<file path="src/rtl/z_writeback.sv">
// Writeback stage: captures the 64-bit ALU C result, emits LO-side results onto the bus
// and commits mul/div results to HI/LO. Optional flag outputs are enabled by ZWB_FLAGS_EN.
module z_writeback #(
  parameter int DATA_W = 32
) (
  input  logic                  clk,
  input  logic                  clr,
  input  logic [2*DATA_W-1:0]   c_in,
  input  logic [4:0]            opcode,
  input  logic                  cap_valid,
  output logic                  cap_ready,
  output logic [DATA_W-1:0]     bus_out,
  output logic                  bus_valid,
  input  logic                  bus_ready,
  output logic [DATA_W-1:0]     hi_out,
  output logic [DATA_W-1:0]     lo_out,
  output logic                  busy
`ifdef ZWB_FLAGS_EN
  ,
  output logic                  z_flag,
  output logic                  n_flag
`endif
);

  localparam logic [4:0] OP_MUL  = 5'b01111;
  localparam logic [4:0] OP_DIV  = 5'b10000;
  localparam logic [4:0] OP_MFHI = 5'b11000;
  localparam logic [4:0] OP_MFLO = 5'b11001;

  typedef enum logic [1:0] {
    IDLE,
    EMIT,
    WRITE_HL
  } state_t;

  state_t              state;
  state_t              state_next;

  logic [DATA_W-1:0]   z_hi;
  logic [DATA_W-1:0]   z_lo;
  logic [4:0]          op_q;
  logic [DATA_W-1:0]   hi;
  logic [DATA_W-1:0]   lo;

  logic                capture;
  logic                in_is_hl;
  logic                in_is_mfhi;
  logic                in_is_mflo;
  logic                q_is_hl;
  logic                hl_write;
  logic [DATA_W-1:0]   capture_lo;
  logic [DATA_W-1:0]   capture_hi;

  assign in_is_hl   = (opcode == OP_MUL) || (opcode == OP_DIV);
  assign in_is_mfhi = (opcode == OP_MFHI);
  assign in_is_mflo = (opcode == OP_MFLO);
  assign q_is_hl    = (op_q == OP_MUL) || (op_q == OP_DIV);
  assign capture    = cap_valid && (state == IDLE);

  // mfhi/mflo read the live HI/LO, so a move right after WRITE_HL sees the fresh value.
  always_comb begin
    capture_lo = c_in[DATA_W-1:0];
    capture_hi = c_in[2*DATA_W-1:DATA_W];
    if (in_is_mfhi) begin
      capture_lo = hi;
      capture_hi = '0;
    end else if (in_is_mflo) begin
      capture_lo = lo;
      capture_hi = '0;
    end
  end

  always_ff @(posedge clk or negedge clr) begin
    if (!clr) begin
      state <= IDLE;
    end else begin
      state <= state_next;
    end
  end

  always_comb begin
    state_next = state;
    case (state)
      IDLE: begin
        if (capture) begin
          state_next = in_is_hl ? WRITE_HL : EMIT;
        end
      end
      EMIT: begin
        if (bus_ready) begin
          state_next = IDLE;
        end
      end
      WRITE_HL: begin
        state_next = IDLE;
      end
      default: begin
        state_next = IDLE;
      end
    endcase
  end

  always_comb begin
    cap_ready = 1'b0;
    bus_valid = 1'b0;
    bus_out   = '0;
    busy      = 1'b1;
    hl_write  = 1'b0;
    case (state)
      IDLE: begin
        cap_ready = 1'b1;
        busy      = 1'b0;
      end
      EMIT: begin
        bus_valid = 1'b1;
        bus_out   = z_lo;
      end
      WRITE_HL: begin
        hl_write  = q_is_hl;
      end
      default: begin
        busy      = 1'b1;
      end
    endcase
  end

  always_ff @(posedge clk or negedge clr) begin
    if (!clr) begin
      z_hi <= '0;
      z_lo <= '0;
      op_q <= '0;
    end else if (capture) begin
      z_hi <= capture_hi;
      z_lo <= capture_lo;
      op_q <= opcode;
    end
  end

  // For div the ALU places the remainder in the upper half and the quotient in the lower half.
  always_ff @(posedge clk or negedge clr) begin
    if (!clr) begin
      hi <= '0;
      lo <= '0;
    end else if (hl_write) begin
      hi <= z_hi;
      lo <= z_lo;
    end
  end

  assign hi_out = hi;
  assign lo_out = lo;

`ifdef ZWB_FLAGS_EN
  // mul/div flags span the full 64-bit product; everything else reflects the emitted word.
  always_ff @(posedge clk or negedge clr) begin
    if (!clr) begin
      z_flag <= 1'b0;
      n_flag <= 1'b0;
    end else if (capture) begin
      if (in_is_hl) begin
        z_flag <= (c_in == '0);
        n_flag <= c_in[2*DATA_W-1];
      end else begin
        z_flag <= (capture_lo == '0);
        n_flag <= capture_lo[DATA_W-1];
      end
    end
  end
`endif

endmodule

</file>
<file path="config.mk">
export PLATFORM = sky130hd
export DESIGN_NAME = z_writeback
export DESIGN_NICKNAME = d
export VERILOG_FILES = /design/src/rtl/z_writeback.sv
export SDC_FILE = /design/constraint.sdc
export NUM_CORES = 1
export LEC_CHECK = 0
export BUFFER_PORTS_ARGS = -buffer_cell sky130_fd_sc_hd__buf_2
export CORE_AREA = 2 2 113 115
export DETAILED_ROUTE_END_ITERATION = 7
export DIE_AREA = 0 0 115 117
export GPL_TIMING_DRIVEN = 0
export PLACE_DENSITY = 0.77
export SLEW_MARGIN = 25
export SYNTH_ARGS = -nofsm -noshare
export SYNTH_HDL_FRONTEND = slang
export SYNTH_SLANG_ARGS = --single-unit
export TNS_END_PERCENT = 5
</file>
<file path="constraint.sdc">
create_clock -name clk -period 2.6 [get_ports clk]
set_input_delay 0.13 -clock clk [delete_from_list [all_inputs] [get_ports clk]]
set_output_delay 0.13 -clock clk [all_outputs]
set_load 0.05 [all_outputs]
</file>
* Word-level counts from Yosys, hierarchy flattened
Index checks and enable logic that the tools add are counted.
Word-level totals: flip-flop bits (word level) 135
Operators by class: equal/unequal tests 10, multiplexer cells 13, reductions and logical operators 5
Operators by type and width (number):
- 32-bit two-way mux | 5
- 5-bit == test, second input constant | 4
- 5-bit by 4-bit == test with 1-bit output, second input constant | 2
- 2-bit two-way mux | 3
- 1-bit two-way mux | 4
- 2-bit != test, second input constant | 2
- 2-bit case mux with 2 select lines | 1
- 2-bit by 1-bit == test with 1-bit output, second input constant | 1
- 2-bit == test, second input constant | 1
- 2-bit zero test | 1
- 1-bit logical OR | 2
- 2-bit AND reduction | 1
- 1-bit logical AND | 1

* Longest topological paths before layout
depth in word-level cells 5, depth in mapped cells 6

* Worst setup path after synthesis
OpenSTA, ideal clock, no wires.
path kind register -> output, start reg state[0], end out bus_out[0], arrival 1787 ps, required time 2470 ps, slack 683 ps, stages on the path, launching flop included 4, cell sequence dfrtp_1 nor2b_1 clkbuf_1 and2_1
On the way: word-level cells in the longest chain between the ends 2
RTL lines:
- start: declaration | RTL line 36 | state_t state;
- start signal: assignment | RTL line 77 | state <= state_next;
- 2-bit by 1-bit == test with 1-bit output | RTL line 109 | case (state)
- 32-bit two-way mux | RTL line 109
- end: declaration | RTL line 12 | output logic [DATA_W-1:0] bus_out,
Every way passes these cells.

* Worst setup path in the final report
Ends and elaborated chain as after synthesis.

==> metrics.yaml <==
dieWidth_um: 115
syn-cell-area_um2: 6307
routed.top_layer: "met4"
hold_path.class: "in -> reg"
power.density_nw_per_um2: 793.8
ir_drop_mv: 0.3766
regToRegSetupSlack_ns: 0.36
cts-root-buf: "clkbuf_16"
rsz0062_at_grt: "no"
period_share: 0.9041
cpPeakStageDelay_ns: 0.49
grt_pass1_wl_mm: 26.97
critPathBufInv: 2
routabilityCongestion: 0.8420
leakage_nw: 4.047
diodes: 0
hpwl_mm: 12.61
skew_ns: 0.01106
m1WireLength_mm: 7.523
stdcell_area_um2: 8305
clock.fmax_mhz: 425.4
slew_headroom: 0.5626
setup_viol: 0
cts_tree: "done"
yosysUniqueCellTypes: 32
critPathKind: "reg -> out"
grt_pass1_vias: 4996
wire_per_inst_um: 20.18
finalMaxSlewViolations: 0
cp.arrival_ns: 2.22
clk_latency_ns: 0.41
wl_met2_mm: 8.754
max-cap-violations: 0
finalWorstSetupSlack_ns: 0.2493
drive_above_1_share: 0.3934
hold_start: "c_in[22]"
io_pins: 172
port_buffers: 171
die_y_um: 117
place_area_um2: 7388
crit_family: "buffers and inverters"
area_growth_pct: 31.68
finalNetCount: 782
met3_length_um: 869
path_max_fanout: 10
grt_max_degree: 100
cp.required_ns: 2.47
clkSlewWorstSetupHoldPaths_ns: 0.06
coreArea_um2: 12310
vias: 4917
crit_path_end_kind: "output pin"
synth.net_count: 554
whs_ns: 0.02653
drtPass1Iterations: 7
drcViolationCount: 0
cts_sinks: 135
synth_seq_cells: 135
hold_viol: 0
critPathLaunchType: "flop"
row_count: 41
yosysWarnings: 0
pre_cts_ws_ns: 0.3978
grt_antenna_before_repair: 0
netlist_instances: 481
finalWirelength_mm: 17.60
reg2reg_from: "state[0]"
post-route-min-period_ns: 2.351
gr-total-overflow: 0
cts_buffers: 17
die_area_um2: 13460
worst_slew_pin_slew_ns: 0.6469
synth_seq_area_share: 0.5356
drt_iter0_markers: 361
viasPerCell: 5.639
path_cells: "nor2b_1, clkbuf_1, and2_1, buf_2"
syn_area_per_cell_um2: 13.11
cts_buffer_depth: 2
cts.htree.levels: 4
drtAntennaViolNets: 0
grtUsageTotal: 0.2686
cp-startpoint: "state[0]"
status: "complete, no violations"
post-cts-setup-buffer-count: 0
initial_core_util: 0.5123
cpMaxStageDelayCell: "clkbuf_1"
==> synth_stat cells <==
cell / instances / area [um^2]
nand3_1: 1 / 5.000
nand2b_1: 33 / 206.5
a22o_1: 32 / 280.3
buf_4: 2 / 15.01
nand2_1: 14 / 52.55
buf_1: 3 / 11.26
or2_2: 1 / 6.260
nor4b_1: 16 / 140.1
nand3b_1: 1 / 7.510
mux2_4: 60 / 900.9
o22ai_1: 2 / 12.51
or3b_1: 2 / 17.52
nand4_1: 1 / 6.260
nor2_1: 17 / 63.81
and2_1: 33 / 206.5
and4bb_2: 1 / 12.51
buf_2: 5 / 25.02
o32ai_1: 16 / 140.1
o22ai_4: 1 / 20.02
a211oi_1: 16 / 120.1
dfrtp_1: 135 / 3378
or4b_1: 1 / 10.01
nor3b_1: 1 / 7.510
nor2b_1: 1 / 6.260
nand4bb_1: 1 / 11.26
a21oi_1: 16 / 80.08
clkbuf_1: 24 / 90.09
buf_8: 6 / 90.09
mux2_2: 4 / 45.04
or4_4: 1 / 11.26
inv_1: 2 / 7.510
mux2i_1: 32 / 320.3
==> report_power, final <==
group          switching [mW]  total [mW]  internal (mW)
sequential              0.251        2.68           2.43
clock                   0.896        2.19           1.29
combinational            1.14        1.73          0.587
==> flip-flops by register name, indices dropped and copies added (netlist names) <==
register and flops:
hi_out 32, lo_out 32, z_hi 32, z_lo 32, op_q 5, state 2
==> layout make-up <==
cell class                      count  area [um^2]
Inverter                            2        7.507
Fill cell                         910         4006
Clock buffer                       21        470.5
Tap cell                          150        187.7
Timing Repair Buffer              209         1264
Clock inverter                     11        76.32
Buffer                             40        231.5
Sequential cell                   135         3378
Multi-Input combinational cell    304         2690
==> repair_timing <==
item / CTS / global route
hold buffers: 37 / 0
endpoints found under the hold margin: 72 / 0
gates resized for setup: 0 / 0
==> logic make-up (layout without fill, tap and decap cells) <==
| group | Yosys count | in the layout | synth area share |
|---|---|---|---|
| muxes | 96 | 96 | 0.2008 |
| DFF | 135 | 135 | 0.5356 |
| AOI/OAI and AO/OA | 83 | 83 | 0.1036 |
| and+or+nand+nor | 125 | 125 | 0.1222 |
| buffers and inverters | 42 | 283 | 0.03789 |
==> path summary, 6_finish.rpt <==
| path | end | cells past startpoint |
|---|---|---|
| min reg2reg | z_hi[22] | 1 |
| max reg2reg | z_lo[26] | 5 |
| max in group asynchronous | z_lo[14] | 3 |
| min in group asynchronous | z_hi[7] | 2 |
| max | bus_out[0] | 4 |
| min | z_lo[22] | 3 |
==> stage by stage <==
step           total power, mW  setup TNS (ns)  std cells    util
6_report                 6.593               0        872  0.6746
5_1_grt                  6.842               0        872  0.6746
4_1_cts                  6.607               0        872  0.6746
3_5_place_dp             4.382               0        803  0.6001
3_3_place_gp             4.310          -38.75        802  0.5971
2_1_floorplan            3.871               0        481       -
==> worst reg2reg max path, cell delays in order, from the launching register on <==
cell and delay, ns:
dfrtp_1 0.42, or3b_1 0.40, clkbuf_1 0.25, clkbuf_1 0.28
nor4b_1 0.64, a211oi_1 0.10
==> cell usage in the layout (no fill, tap or decap), drive strengths merged, types with 3 or more instances in the layout <==
| master | instances |
|---|---|
| buf | 188 |
| dfrtp | 135 |
| mux2 | 64 |
| clkbuf | 45 |
| dlygate4sd3 | 37 |
| and2 | 33 |
| nand2b | 33 |
| a22o | 32 |
| mux2i | 32 |
| nor2 | 17 |
| nor4b | 16 |
| a211oi | 16 |
| o32ai | 16 |
| a21oi | 16 |
| nand2 | 14 |
| clkinv | 7 |
| clkinvlp | 4 |
| o22ai | 3 |
==> metal layers <==
| layer | vias to the layer above | GRT usage |
|---|---|---|
| li1 | 2207 | - |
| met1 | 2491 | 0.3537 |
| met2 | 185 | 0.4463 |
| met3 | 34 | 0.04943 |
| met4 | 0 | 0.1044 |
| met5 | - | 0 |
No activity file was read; power rests on OpenSTA's default activity.
